<file path="src/rtl/eth_stats_pkg.sv">
// Shared types, constants and helpers for the per-port packet statistics engine.
// Used by eth_port_stat_chan and eth_port_pkt_stats.
package eth_stats_pkg;

    typedef enum logic [1:0] {
        STAT_PKT   = 2'd0,
        STAT_BCAST = 2'd1,
        STAT_BYTE  = 2'd2,
        STAT_RUNT  = 2'd3
    } stat_sel_e;

    typedef enum logic [0:0] {
        IDLE   = 1'b0,
        IN_PKT = 1'b1
    } pkt_state_e;

    localparam logic [47:0] BCAST_MAC  = 48'hFFFF_FFFF_FFFF;
    localparam int          LEN_W      = 16;
    localparam int          MAX_KEEP_W = 128;

    // tkeep is contiguous from the LSB, but a plain popcount is just as cheap and
    // tolerates a malformed keep without miscounting wildly.
    function automatic logic [LEN_W-1:0] keep_popcount(input logic [MAX_KEEP_W-1:0] keep);
        logic [LEN_W-1:0] n;
        n = '0;
        for (int i = 0; i < MAX_KEEP_W; i++) begin
            n = n + LEN_W'(keep[i]);
        end
        return n;
    endfunction

endpackage

</file>
<file path="src/rtl/eth_port_stat_chan.sv">
// One port: frame FSM, 16-bit saturating length, PKT/BCAST/BYTE/RUNT counters.
// Counters move 1 cycle after the tlast-beat edge; purely passive, no backpressure.
module eth_port_stat_chan
    import eth_stats_pkg::*;
#(
    parameter int DATA_W     = 64,
    parameter int CNT_W      = 32,
    parameter int BYTE_CNT_W = 48,
    parameter int SATURATE   = 1,
    parameter int RUNT_LEN   = 64
) (
    input  logic                  axis_aclk,
    input  logic                  axis_aresetn,
    input  logic [47:0]           dst_mac,
    input  logic [DATA_W/8-1:0]   tkeep,
    input  logic                  tvalid,
    input  logic                  tready,
    input  logic                  tlast,
    input  logic                  cnt_clr,
    output logic [CNT_W-1:0]      pkt_cnt,
    output logic [CNT_W-1:0]      bcast_cnt,
    output logic [BYTE_CNT_W-1:0] byte_cnt,
    output logic [CNT_W-1:0]      runt_cnt
);

    localparam logic [LEN_W:0] RUNT_THR = (LEN_W+1)'(RUNT_LEN);

    pkt_state_e            state_q, state_d;
    logic [LEN_W-1:0]      len_q, len_d;
    logic                  bcast_q, bcast_d;
    logic                  done_q, done_d;
    logic [LEN_W-1:0]      done_len_q, done_len_d;
    logic                  done_bcast_q, done_bcast_d;
    logic [CNT_W-1:0]      pkt_q, pkt_d;
    logic [CNT_W-1:0]      bcast_cnt_q, bcast_cnt_d;
    logic [CNT_W-1:0]      runt_q, runt_d;
    logic [BYTE_CNT_W-1:0] byte_q, byte_d;

    logic                  beat;
    logic [LEN_W-1:0]      pop;
    logic [LEN_W:0]        len_sum;
    logic [LEN_W-1:0]      len_next;
    logic                  frame_bcast;

    function automatic logic [CNT_W-1:0] cnt_inc(input logic [CNT_W-1:0] v);
        logic [CNT_W:0] s;
        s = {1'b0, v} + (CNT_W+1)'(1);
        if (s[CNT_W] && SATURATE != 0) return '1;
        return s[CNT_W-1:0];
    endfunction

    function automatic logic [BYTE_CNT_W-1:0] byte_add(input logic [BYTE_CNT_W-1:0] v,
                                                       input logic [LEN_W-1:0]      n);
        logic [BYTE_CNT_W:0] s;
        s = {1'b0, v} + (BYTE_CNT_W+1)'(n);
        if (s[BYTE_CNT_W] && SATURATE != 0) return '1;
        return s[BYTE_CNT_W-1:0];
    endfunction

    always_comb begin
        beat        = tvalid & tready;
        pop         = keep_popcount(MAX_KEEP_W'(tkeep));
        len_sum     = (state_q == IDLE) ? {1'b0, pop} : ({1'b0, len_q} + {1'b0, pop});
        len_next    = len_sum[LEN_W] ? '1 : len_sum[LEN_W-1:0];
        frame_bcast = (state_q == IDLE) ? (dst_mac == BCAST_MAC) : bcast_q;

        state_d      = state_q;
        len_d        = len_q;
        bcast_d      = bcast_q;
        done_d       = 1'b0;
        done_len_d   = done_len_q;
        done_bcast_d = done_bcast_q;
        if (beat) begin
            len_d   = len_next;
            bcast_d = frame_bcast;
            if (tlast) begin
                state_d      = IDLE;
                done_d       = 1'b1;
                done_len_d   = len_next;
                done_bcast_d = frame_bcast;
            end else begin
                state_d = IN_PKT;
            end
        end
    end

    // Clear takes priority over a completion landing in the same cycle.
    always_comb begin
        pkt_d       = pkt_q;
        bcast_cnt_d = bcast_cnt_q;
        runt_d      = runt_q;
        byte_d      = byte_q;
        if (cnt_clr) begin
            pkt_d       = '0;
            bcast_cnt_d = '0;
            runt_d      = '0;
            byte_d      = '0;
        end else if (done_q) begin
            pkt_d  = cnt_inc(pkt_q);
            byte_d = byte_add(byte_q, done_len_q);
            if (done_bcast_q)                      bcast_cnt_d = cnt_inc(bcast_cnt_q);
            if ({1'b0, done_len_q} < RUNT_THR)     runt_d      = cnt_inc(runt_q);
        end
    end

    always_ff @(posedge axis_aclk or negedge axis_aresetn) begin
        if (!axis_aresetn) begin
            state_q      <= IDLE;
            len_q        <= '0;
            bcast_q      <= 1'b0;
            done_q       <= 1'b0;
            done_len_q   <= '0;
            done_bcast_q <= 1'b0;
            pkt_q        <= '0;
            bcast_cnt_q  <= '0;
            runt_q       <= '0;
            byte_q       <= '0;
        end else begin
            state_q      <= state_d;
            len_q        <= len_d;
            bcast_q      <= bcast_d;
            done_q       <= done_d;
            done_len_q   <= done_len_d;
            done_bcast_q <= done_bcast_d;
            pkt_q        <= pkt_d;
            bcast_cnt_q  <= bcast_cnt_d;
            runt_q       <= runt_d;
            byte_q       <= byte_d;
        end
    end

    assign pkt_cnt   = pkt_q;
    assign bcast_cnt = bcast_cnt_q;
    assign byte_cnt  = byte_q;
    assign runt_cnt  = runt_q;

endmodule

</file>
<file path="src/rtl/eth_port_pkt_stats.sv">
// Per-port AXI-S packet statistics with registered read port (1-cycle read latency);
// passive tap, never drives tready. Optional shadow snapshot via PKT_STATS_SNAPSHOT_EN.
module eth_port_pkt_stats
    import eth_stats_pkg::*;
#(
    parameter int NUM_PORTS  = 2,
    parameter int DATA_W     = 64,
    parameter int CNT_W      = 32,
    parameter int BYTE_CNT_W = 48,
    parameter int SATURATE   = 1,
    parameter int RUNT_LEN   = 64
) (
    input  logic                                   axis_aclk,
    input  logic                                   axis_aresetn,
    input  logic [NUM_PORTS-1:0][DATA_W-1:0]       mon_tdata,
    input  logic [NUM_PORTS-1:0][DATA_W/8-1:0]     mon_tkeep,
    input  logic [NUM_PORTS-1:0]                   mon_tvalid,
    input  logic [NUM_PORTS-1:0]                   mon_tready,
    input  logic [NUM_PORTS-1:0]                   mon_tlast,
    input  logic                                   CntClr,
`ifdef PKT_STATS_SNAPSHOT_EN
    input  logic                                   snap,
`endif
    input  logic                                   rd_en,
    input  logic [$clog2(NUM_PORTS)+1:0]           rd_addr,
    output logic [63:0]                            rd_data,
    output logic                                   rd_valid
);

    localparam int ADDR_W = $clog2(NUM_PORTS) + 2;

    logic [CNT_W-1:0]      live_pkt   [NUM_PORTS];
    logic [CNT_W-1:0]      live_bcast [NUM_PORTS];
    logic [BYTE_CNT_W-1:0] live_byte  [NUM_PORTS];
    logic [CNT_W-1:0]      live_runt  [NUM_PORTS];

    logic [CNT_W-1:0]      src_pkt    [NUM_PORTS];
    logic [CNT_W-1:0]      src_bcast  [NUM_PORTS];
    logic [BYTE_CNT_W-1:0] src_byte   [NUM_PORTS];
    logic [CNT_W-1:0]      src_runt   [NUM_PORTS];

    // Only the destination MAC is inspected; the rest of each beat is ignored.
    logic tdata_unused;
    assign tdata_unused = ^mon_tdata;

    for (genvar p = 0; p < NUM_PORTS; p++) begin : g_chan
        eth_port_stat_chan #(
            .DATA_W     (DATA_W),
            .CNT_W      (CNT_W),
            .BYTE_CNT_W (BYTE_CNT_W),
            .SATURATE   (SATURATE),
            .RUNT_LEN   (RUNT_LEN)
        ) u_chan (
            .axis_aclk    (axis_aclk),
            .axis_aresetn (axis_aresetn),
            .dst_mac      (mon_tdata[p][47:0]),
            .tkeep        (mon_tkeep[p]),
            .tvalid       (mon_tvalid[p]),
            .tready       (mon_tready[p]),
            .tlast        (mon_tlast[p]),
            .cnt_clr      (CntClr),
            .pkt_cnt      (live_pkt[p]),
            .bcast_cnt    (live_bcast[p]),
            .byte_cnt     (live_byte[p]),
            .runt_cnt     (live_runt[p])
        );
    end

`ifdef PKT_STATS_SNAPSHOT_EN
    logic [CNT_W-1:0]      shd_pkt_q   [NUM_PORTS], shd_pkt_d   [NUM_PORTS];
    logic [CNT_W-1:0]      shd_bcast_q [NUM_PORTS], shd_bcast_d [NUM_PORTS];
    logic [BYTE_CNT_W-1:0] shd_byte_q  [NUM_PORTS], shd_byte_d  [NUM_PORTS];
    logic [CNT_W-1:0]      shd_runt_q  [NUM_PORTS], shd_runt_d  [NUM_PORTS];

    // Live counters are sampled before this edge's clear, so snap+CntClr keeps pre-clear values.
    always_comb begin
        shd_pkt_d   = shd_pkt_q;
        shd_bcast_d = shd_bcast_q;
        shd_byte_d  = shd_byte_q;
        shd_runt_d  = shd_runt_q;
        if (snap) begin
            shd_pkt_d   = live_pkt;
            shd_bcast_d = live_bcast;
            shd_byte_d  = live_byte;
            shd_runt_d  = live_runt;
        end
    end

    always_ff @(posedge axis_aclk or negedge axis_aresetn) begin
        if (!axis_aresetn) begin
            for (int p = 0; p < NUM_PORTS; p++) begin
                shd_pkt_q[p]   <= '0;
                shd_bcast_q[p] <= '0;
                shd_byte_q[p]  <= '0;
                shd_runt_q[p]  <= '0;
            end
        end else begin
            shd_pkt_q   <= shd_pkt_d;
            shd_bcast_q <= shd_bcast_d;
            shd_byte_q  <= shd_byte_d;
            shd_runt_q  <= shd_runt_d;
        end
    end

    assign src_pkt   = shd_pkt_q;
    assign src_bcast = shd_bcast_q;
    assign src_byte  = shd_byte_q;
    assign src_runt  = shd_runt_q;
`else
    assign src_pkt   = live_pkt;
    assign src_bcast = live_bcast;
    assign src_byte  = live_byte;
    assign src_runt  = live_runt;
`endif

    logic [ADDR_W-1:0] port_idx;
    stat_sel_e         sel;
    logic [63:0]       rd_mux;
    logic [63:0]       rd_data_q, rd_data_d;
    logic              rd_valid_q, rd_valid_d;

    // Unmatched port indices fall through to zero.
    always_comb begin
        port_idx = rd_addr >> 2;
        sel      = stat_sel_e'(rd_addr[1:0]);
        rd_mux   = '0;
        for (int p = 0; p < NUM_PORTS; p++) begin
            if (port_idx == ADDR_W'(p)) begin
                case (sel)
                    STAT_PKT:   rd_mux = 64'(src_pkt[p]);
                    STAT_BCAST: rd_mux = 64'(src_bcast[p]);
                    STAT_BYTE:  rd_mux = 64'(src_byte[p]);
                    STAT_RUNT:  rd_mux = 64'(src_runt[p]);
                endcase
            end
        end
        rd_valid_d = rd_en;
        rd_data_d  = rd_en ? rd_mux : rd_data_q;
    end

    always_ff @(posedge axis_aclk or negedge axis_aresetn) begin
        if (!axis_aresetn) begin
            rd_data_q  <= '0;
            rd_valid_q <= 1'b0;
        end else begin
            rd_data_q  <= rd_data_d;
            rd_valid_q <= rd_valid_d;
        end
    end

    assign rd_data  = rd_data_q;
    assign rd_valid = rd_valid_q;

endmodule

</file>
<file path="config.mk">
export PLATFORM = sky130hd
export DESIGN_NAME = eth_port_pkt_stats
export DESIGN_NICKNAME = d
export VERILOG_FILES = /design/src/rtl/eth_stats_pkg.sv /design/src/rtl/eth_port_stat_chan.sv /design/src/rtl/eth_port_pkt_stats.sv
export SDC_FILE = /design/constraint.sdc
export NUM_CORES = 1
export LEC_CHECK = 0
export BUFFER_PORTS_ARGS = -buffer_cell sky130_fd_sc_hd__buf_2
export CORE_ASPECT_RATIO = 1.5
export CORE_MARGIN = 2
export CORE_UTILIZATION = 45
export CTS_BUF_LIST = sky130_fd_sc_hd__clkbuf_16
export CTS_CLUSTER_DIAMETER = 200
export DETAILED_ROUTE_END_ITERATION = 10
export PLACE_DENSITY = 0.65
export SLEW_MARGIN = 25
export SYNTH_ARGS = -nofsm -noshare
export SYNTH_HDL_FRONTEND = slang
export SYNTH_SLANG_ARGS = --single-unit
</file>
<file path="constraint.sdc">
create_clock -name axis_aclk -period 3.35 [get_ports axis_aclk]
set_clock_uncertainty 0.05 [all_clocks]
set_input_delay 0.5025 -clock axis_aclk [delete_from_list [all_inputs] [get_ports axis_aclk]]
set_output_delay 0.5025 -clock axis_aclk [all_outputs]
set_load 0.02 [all_outputs]
</file>
==> reports/summary.md, run 1 <==
• aggregate global routing overflow: 0
• cell count after synthesis: 2888
• Worst Path Max Fanout: 10
• worst reg-to-reg path cell count: 11
• reg-to-reg startpoint: g_chan[0].u_chan.done_len_q[0]
• global routing usage summed across all routing layers: 0.2668
• post-synth design cell area: 25150 µm²
• path type of the worst setup path: primary input to register
• starting DRC count in detailed routing: 1932
• slowest cell delay on critical path: 510 ps
• hold_sp: CntClr
• Setup-failing EPs final: 64
• buffers and inverters on the worst path: 3
• routability congestion estimate from global placement: 0.9669
• pin slew with the least headroom to its limit: 949.8 ps
• synthesized-area fraction occupied by xor and xnor cells: 0.01706
• cts bufs inserted: 42
• fraction of layout instances using a drive strength above 1: 0.1649
• count of yosys warnings during synthesis: 0
• standard cell with the maximum stage delay on the critical path: sky130_fd_sc_hd__fa_1
• Root Buffer: sky130_fd_sc_hd__clkbuf_16
• number of cells traversed by the worst hold path: 2
• number of max-slew violations in the final report: 0
• EDFF count, synth: 0
• detailed-route wire length: 77860 µm
• Max Root-Sink Buffers: 3
• clock-pin slew on the worst setup and hold paths: 60 ps
• peak supply drop: 0.3015 mV
• share of synthesized flip-flops with an asynchronous set or reset: 1.000
• nets: 3269
• status: complete, but fails checks
• count of clock tree sinks: 409
• PwrDens: 429.2 nW/µm²
• global-route wire length before repair: 123800 µm
• CP Cell Sequence: buf_6 > ha_4 > inv_2 > fa_1 > fa_1 > fa_2 > fa_2 > xnor2_2 > ha_1 > a21o_1 > a21oi_4 > or3_4 > nor3_4 > and4_4 > buf_12 > a31oi_1 > o22ai_1
• Worst Setup Slack post-DPL: -1348 ps
• number of ports placed on the die boundary: 222
• count of final hold-check violations: 0
• mean cell area of the mapped netlist: 8.709 µm²
• WHS Endpoint: g_chan[1].u_chan.pkt_cnt[0]
• Worst Slack Setup Final: -695.3 ps
• initial cell density of the core: 0.4537
• DRC violations left: 0
• floorplan core area: 55440 µm²
• simple-gate area share of the yosys netlist: 0.2144
• Critical Path Sink Type: register
• worst reg2reg endpoint: g_chan[0].u_chan.byte_cnt[24]
• routed via count: 23570
• wire per inst: 20.59 µm
• CP Data Arrival Time: 4460 ps
• total die area: 57840 µm²
• die width: 197.0 µm
• multiplexer share of the synthesized area: 0.05935
• number of buffers added on ports: 173
• num rows: 106
• element type at the critical path start: primary input
• distinct cell type count after synthesis: 79
• vias in the first global route: 22370
• tightest slew margin relative to the limit: 0.3614
• share of the cycle needed by the critical path after routing: 1.208
• critical path data required time: 3770 ps
• Area growth, synth to finish: 15.74%
• violated checks: setup timing
• CP delay by family, top: adder cells
• sequential share of the synthesized area: 0.4069
• Post-DRT Antenna Nets: 0
• flip-flop and latch count after synthesis: 409
• leakage component of the power: 12.63 nW
• area fraction in compound gates after synthesis: 0.2200
• maximum clock rate: 247.2 MHz
• adder-cell share of the synthesized area: 0.03542
• reg-to-reg setup timing slack: 150 ps
• combinational family with the most area after synthesis: compound AO/OA/AOI/OAI gates
• count of max-cap constraint violations: 0
• first-pass detailed-route iteration total: 7
• setup repair after global routing missed its margin: yes
• final worst path period need: 4045 ps
• predominant post-synthesis flop cell: sky130_fd_sc_hd__dfrtp_1
• estimated wirelength of the detail-placed design: 55860 µm
• vertical die dimension: 293.5 µm
• maximum number of pins on one net before global-route repair: 152
• clock tree from TritonCTS: done
• number of H-tree branching levels: 2
• detail-routed via count per cell: 6.233
• Tot Pwr: 12.49 mW
• clock network latency to the later pin of the worst-skew pair: 570 ps
• number of antenna violations at the first check in global routing: 0
• n_diodes: 0
• type of the most critical hold path: primary input to register
## kinds of logic (layout without fill, tap and decap cells)
group	after synthesis	in the layout
compound gates	865	865
xor+xnor	49	49
fa+ha+maj	64	64
buf+inv	291	468
flops	409	409
mux	111	111
other cells	1	16
simple gates	1098	1098
## area by class of cell
cell class	instances	area, µm²
clock buffers	45	1126
clock inverters	31	161.4
fillers	5114	26330
inverters	93	354.1
multi-input cells	2203	14290
flip-flops and latches	409	10240
well taps	702	878.3
repair buffers	299	2058
## through the flow
stage	hold slack [ps]	setup TNS, ps	area [µm²]	utilization	std cells
floorplan	156.9	-58120	25470	-	2903
global placement	422.2	-68790	27310	0.4926	3686
detailed placement	437.1	-76310	27310	0.4926	3686
CTS	100.1	-34620	28960	0.5223	3780
global route	125.6	-45110	29110	0.5251	3782
finish	120.2	-37370	29110	0.5251	3782
## synthesized netlist by cell type (all sizes together) (46+ instances only)
library cell	number	area [µm²]
dfrtp	409	10230
nand4	67	419.2
a31oi	46	287.8
a311oi	69	604.3
and3	70	437.9
clkbuf	155	581.8
a211oi	74	560.5
nor2	321	1205
nand2	222	835.8
a21oi	262	1311
nand3	130	655.6
mux2i	76	760.7
inv	92	345.3
o21ai	186	930.9
nor3	101	505.5
ha	52	650.6
## worst max-delay path by stage
stage,startpoint,end,slack [ps],depth (start not counted)
finish,mon_tkeep[1],g_chan[0].u_chan.len_q[8],-700,17
global route,mon_tkeep[1],g_chan[0].u_chan.len_q[8],-820,17
global placement,mon_tkeep[1],g_chan[0].u_chan.len_q[7],-1190,17
detailed placement,mon_tkeep[1],g_chan[0].u_chan.len_q[7],-1350,17
floorplan,mon_tkeep[1],g_chan[0].u_chan.len_q[11],-1020,16
CTS,mon_tkeep[1],g_chan[0].u_chan.len_q[2],-690,17
## placed cells by master, fill, tap and decap left out, types with 25 or more instances in the layout
master / synthesis / routed
sky130_fd_sc_hd__a211oi_1: 73 / 68
sky130_fd_sc_hd__a21o_1: 27 / 27
sky130_fd_sc_hd__a21oi_1: 262 / 242
sky130_fd_sc_hd__a311oi_1: 69 / 69
sky130_fd_sc_hd__a31oi_1: 46 / 45
sky130_fd_sc_hd__and2_1: 33 / 31
sky130_fd_sc_hd__and3_1: 70 / 70
sky130_fd_sc_hd__and4_1: 36 / 35
sky130_fd_sc_hd__buf_2: 12 / 164
sky130_fd_sc_hd__buf_4: 16 / 103
sky130_fd_sc_hd__clkbuf_16: 0 / 46
sky130_fd_sc_hd__dfrtp_1: 409 / 407
sky130_fd_sc_hd__ha_1: 52 / 47
sky130_fd_sc_hd__inv_1: 92 / 96
sky130_fd_sc_hd__mux2i_1: 76 / 75
sky130_fd_sc_hd__mux4_2: 30 / 30
sky130_fd_sc_hd__nand2_1: 221 / 218
sky130_fd_sc_hd__nand2b_1: 28 / 28
sky130_fd_sc_hd__nand3_1: 129 / 127
sky130_fd_sc_hd__nand4_1: 67 / 67
sky130_fd_sc_hd__nor2_1: 321 / 315
sky130_fd_sc_hd__nor3_1: 101 / 94
sky130_fd_sc_hd__o21a_1: 25 / 25
sky130_fd_sc_hd__o21ai_0: 184 / 132
sky130_fd_sc_hd__o21ai_1: 2 / 50
sky130_fd_sc_hd__o22ai_1: 43 / 43
sky130_fd_sc_hd__xnor2_1: 31 / 25
## worst reg2reg max path: cells and delay by family, from the launching register on
kind | cells | cell delay [ps]
AOI/OAI and AO/OA | 3 | 610
adders and majority gates | 2 | 600
buffers and inverters | 2 | 280
DFF | 1 | 390
and+or+nand+nor | 4 | 1170
## power by group
part           leakage, nW  switching, mW  internal, mW
clock                0.664           2.07          2.49
combinational         6.38           1.40          1.10
sequential            5.58          0.261          5.17
## routing by layer
metal	part of all wire	up-vias	global-route usage
met5	0	-	0
met2	0.46	964	0.4291
met1	0.42	11410	0.3551
met3	0.061	185	0.02743
li1	-	11020	-
met4	0.059	0	0.1436
## state kept, by name (all words and copies together) (netlist names)
| register | cells |
|---|---|
| g_chan.u_chan.state_q | 2 |
| g_chan.u_chan.bcast_cnt | 64 |
| rd_data | 48 |
| g_chan.u_chan.done_bcast_q | 2 |
| rd_valid | 1 |
| g_chan.u_chan.pkt_cnt | 64 |
| g_chan.u_chan.done_len_q | 32 |
| g_chan.u_chan.len_q | 32 |
| g_chan.u_chan.bcast_q | 2 |
| g_chan.u_chan.done_q | 2 |
| g_chan.u_chan.byte_cnt | 96 |
| g_chan.u_chan.runt_cnt | 64 |
## repair_timing
item	CTS	global route
gates resized for setup	58	24
endpoints found under the hold margin	44	0
setup buffers	17	4
pin swaps	24	14
setup endpoints to repair	67	101
gates cloned	1	1
hold buffers	1	0
Note: power is estimated with default switching activity, not from simulation.
==> run 2, diff against run 1 <==
- ABC_AREA: unset -> 1
- PLACE_DENSITY: 0.65 -> 0.64
==> reports/summary.md, run 2 <==
• detailed-route wire length: 107700 µm, +38%
• initial cell density of the core: 0.4533, about the same
• final core utilization: 0.5179, -0.007114
• first-pass detailed-route iteration total: 6, -1
• count of final hold-check violations: 0, unchanged
• hold slack: 276.4 ps, +156.2 ps
• violated checks: setup timing
• die width: 215.3 µm, +9.3%
• area fraction of the dominant cell type after synthesis: 0.3396, -0.06731
• routed via count: 31440, +33%
• global-route wire length before repair: 168100 µm, +36%
• number of max-slew violations in the final report: 0, unchanged
• count of yosys warnings during synthesis: 0, unchanged
• Worst Slack Setup Final: -374.3 ps, +321.1 ps
• grt met3 use: 0.03404, +0.006609
• number of H-tree branching levels: 2, unchanged
• top cells by area, synth: sky130_fd_sc_hd__dfrtp_1 34%, sky130_fd_sc_hd__nand2_1 23%, sky130_fd_sc_hd__inv_1 6.7%, sky130_fd_sc_hd__nand3_1 6.0%, sky130_fd_sc_hd__o21ai_0 4.9%
• element type at the critical path start: primary input
• cell count after synthesis: 4703, +63%
• logic depth of the worst path, buffers included: 22, +5
• slowest cell delay on critical path: 560 ps, +50 ps
• aggregate global routing overflow: 0, unchanged
• endpoint of the worst setup timing path: g_chan[0].u_chan.done_len_q[9]
• Worst Path Max Fanout: 7, -3
• total die area: 69100 µm², +19%
• starting DRC count in detailed routing: 2993, +55%
• max reg flops: 96, unchanged
• leading area contributor after synthesis: sky130_fd_sc_hd__dfrtp_1
• estimated wirelength of the detail-placed design: 83150 µm, +49%
• PwrDens: 395.6 nW/µm², -7.8%
• Post-DRT Antenna Nets: 0, unchanged
• count of clock tree sinks: 409, unchanged
• distinct cell type count after synthesis: 54, -32%
• EDFF count, synth: 0, unchanged
• detail-routed via count per cell: 5.417, -13%
• worst reg-to-reg path cell count: 12, +1
• hold_sp: rd_en
• # fillers: 6943, +36%
• Area growth, synth to finish: 14.25%
• routability congestion estimate from global placement: 0.9938, +2.8%
• global-route layer with the greatest usage: met2
• count of max-cap constraint violations: 0, unchanged
• type of the most critical hold path: primary input to register
• reg-to-reg setup timing slack: 480 ps, +330 ps
• leakage component of the power: 16.65 nW, +32%
• number of ports placed on the die boundary: 222, unchanged
• leading cell type in the layout, fill and taps excluded: sky130_fd_sc_hd__nand2_1
• floorplan core area: 66470 µm², +20%
• number of buffers added on ports: 173, unchanged
• wire per inst: 18.56 µm, -9.8%
• vias in the first global route: 30100, +35%
• most used cell along the critical path: sky130_fd_sc_hd__nand2_2
• maximum number of pins on one net before global-route repair: 81, -47%
• CP Cell Sequence: buf_6 > ha_4 > inv_4 > fa_1 > fa_1 > fa_2 > fa_2 > inv_2 > fa_2 > nand2_4 > nand2_2 > nand2_2 > nand2_1 > nand2_2 > nor2_4 > nand2_2 > inv_4 > nand2_8 > buf_6 > o21ai_2 > nand2_1 > nand2_1
• clock network latency to the later pin of the worst-skew pair: 620 ps, +50 ps
• Critical Path Sink Type: register
• flip-flop and latch count after synthesis: 409, unchanged
• standard cell with the maximum stage delay on the critical path: sky130_fd_sc_hd__fa_2
• critical path data required time: 3800 ps, +30 ps
• DRC violations left: 0, unchanged
• CP Data Arrival Time: 4170 ps, -290 ps
• final worst path period need: 3724 ps, -321.1 ps
• maximum clock rate: 268.5 MHz, +8.6%
• status: complete, but fails checks
• number of antenna violations at the first check in global routing: 1, +1
• worst reg2reg endpoint: g_chan[0].u_chan.byte_cnt[41]
• GRT met2 Usage: 0.5310, +0.1019
• met1 Usage GRT: 0.3818, +0.02668
• Max Root-Sink Buffers: 3, unchanged
• clock-pin slew on the worst setup and hold paths: 60 ps, about the same
• predominant post-synthesis flop cell: sky130_fd_sc_hd__dfrtp_1
• buffers and inverters on the worst path: 5, +2
• fraction of layout instances using a drive strength above 1: 0.1145, -0.05043
• pin slew with the least headroom to its limit: 965.9 ps, +16.10 ps
• num rows: 116, +9.4%
• nets: 5103, +56%
• reg-to-reg startpoint: g_chan[0].u_chan.done_len_q[0]
• top-count cell post-synth: sky130_fd_sc_hd__nand2_1
• commonest non-fill, non-tap cells in the layout: 1770 x sky130_fd_sc_hd__nand2_1, 531 x sky130_fd_sc_hd__inv_1, 409 x sky130_fd_sc_hd__dfrtp_1
• post-synth design cell area: 30140 µm², +20%
• mean cell area of the mapped netlist: 6.408 µm², -26%
• clock tree from TritonCTS: done
• Worst setup startpoint: mon_tkeep[1]
• share of synthesized flip-flops with an asynchronous set or reset: 1.000, unchanged
• share of the cycle needed by the critical path after routing: 1.112, -0.09584
• path type of the worst setup path: primary input to register
• Tot Pwr: 13.62 mW, +9.0%
• ranking of synthesized cells by instance count: 1809 x sky130_fd_sc_hd__nand2_1, 536 x sky130_fd_sc_hd__inv_1, 409 x sky130_fd_sc_hd__dfrtp_1
• CP delay by family, top: adder cells
• Root Buffer: sky130_fd_sc_hd__clkbuf_16
• Worst Setup Slack post-DPL: -1095 ps, +253.6 ps
• vertical die dimension: 320.9 µm, +9.3%
• Setup-failing EPs final: 64, unchanged
• cts bufs inserted: 46, +9.5%
• peak supply drop: 0.3871 mV, +28%
• global routing usage summed across all routing layers: 0.3082, +0.04137
• sequential share of the synthesized area: 0.3396, -0.06731
• setup repair after global routing missed its margin: yes
• tightest slew margin relative to the limit: 0.3553, -0.006032
[run 2: cell count changes in the layout (fill, tap and decap cells not counted), moves of 68 or more]
cell	delta
sky130_fd_sc_hd__and3_1	-69
sky130_fd_sc_hd__inv_1	+435
sky130_fd_sc_hd__o21ai_0	+122
sky130_fd_sc_hd__nand2_1	+1552
sky130_fd_sc_hd__a211oi_1	-68
sky130_fd_sc_hd__nand3_1	+226
sky130_fd_sc_hd__a311oi_1	-69
sky130_fd_sc_hd__mux2i_1	-75
sky130_fd_sc_hd__a21oi_1	-152
[run 2: worst min-delay path by stage]
stage	to	cells past startpoint
after floorplan	g_chan[0].u_chan.bcast_cnt[0]	0
after global placement	g_chan[1].u_chan.bcast_cnt[10]	1
after detailed placement	g_chan[1].u_chan.bcast_cnt[10]	1
after CTS	rd_valid	2
after global routing	rd_valid	2
final	rd_valid	2
[run 2: report_power, final]
part,internal [mW],leakage (nW),switching (mW)
Clock,3.01,0.728,2.29
Sequential,5.22,5.62,0.327
Combinational,1.09,10.3,1.69
[run 2: worst register-to-register path, delay by kind of cell, from the launching register on]
family / cells / cell delay (ps)
fa+ha+maj: 2 / 730
compound gates: 1 / 80
flops: 1 / 430
buf+inv: 1 / 80
simple gates: 8 / 1450
[run 2: through the flow]
step / TNS, ps / area (µm²) / cells
floorplan: -37940 / 30370 / 4718
global placement: -57630 / 32380 / 5703
detailed placement: -61840 / 32380 / 5703
CTS: -14790 / 34200 / 5801
global route: -25990 / 34430 / 5803
finish: -18010 / 34430 / 5803
[run 2: cell families (layout without fill, tap and decap cells)]
| logic type | Yosys count | after routing | share of synthesized area |
|---|---|---|---|
| buf+inv | 712 | 910 | 0.09421 |
| other cells | 1 | 17 | 0.0001244 |
| flops | 409 | 409 | 0.3396 |
| xor+xnor | 92 | 92 | 0.02674 |
| compound gates | 532 | 532 | 0.1001 |
| fa+ha+maj | 64 | 64 | 0.02956 |
| simple gates | 2893 | 2894 | 0.4097 |
[run 2: final cells by class]
type                    count  area [µm²]  area share
clock inverters            36       339.1    0.009848
inverters                 553        2081     0.06044
diodes                      1       2.502  0.00007268
clock buffers              47        1176     0.03416
flip-flops and latches    409       10230      0.2973
well taps                 885        1107     0.03216
repair buffers            274        1844     0.05357
multi-input cells        3598       17640      0.5125
[run 2: routing by layer]
metal  wire length (µm)  vias up
li1                   -    15440
met1              43950    14640
met2              51430     1078
met3               6145      273
met4               6163        0
met5                  0        -
[run 2: repair_timing]
item / CTS / global route
gates cloned: 2 / 0
hold buffers: 1 / 0
endpoints found under the setup margin: 64 / 64
endpoints found under the hold margin: 43 / 0
setup buffers: 13 / 6
resized for setup: 56 / 54
pin swaps: 14 / 24
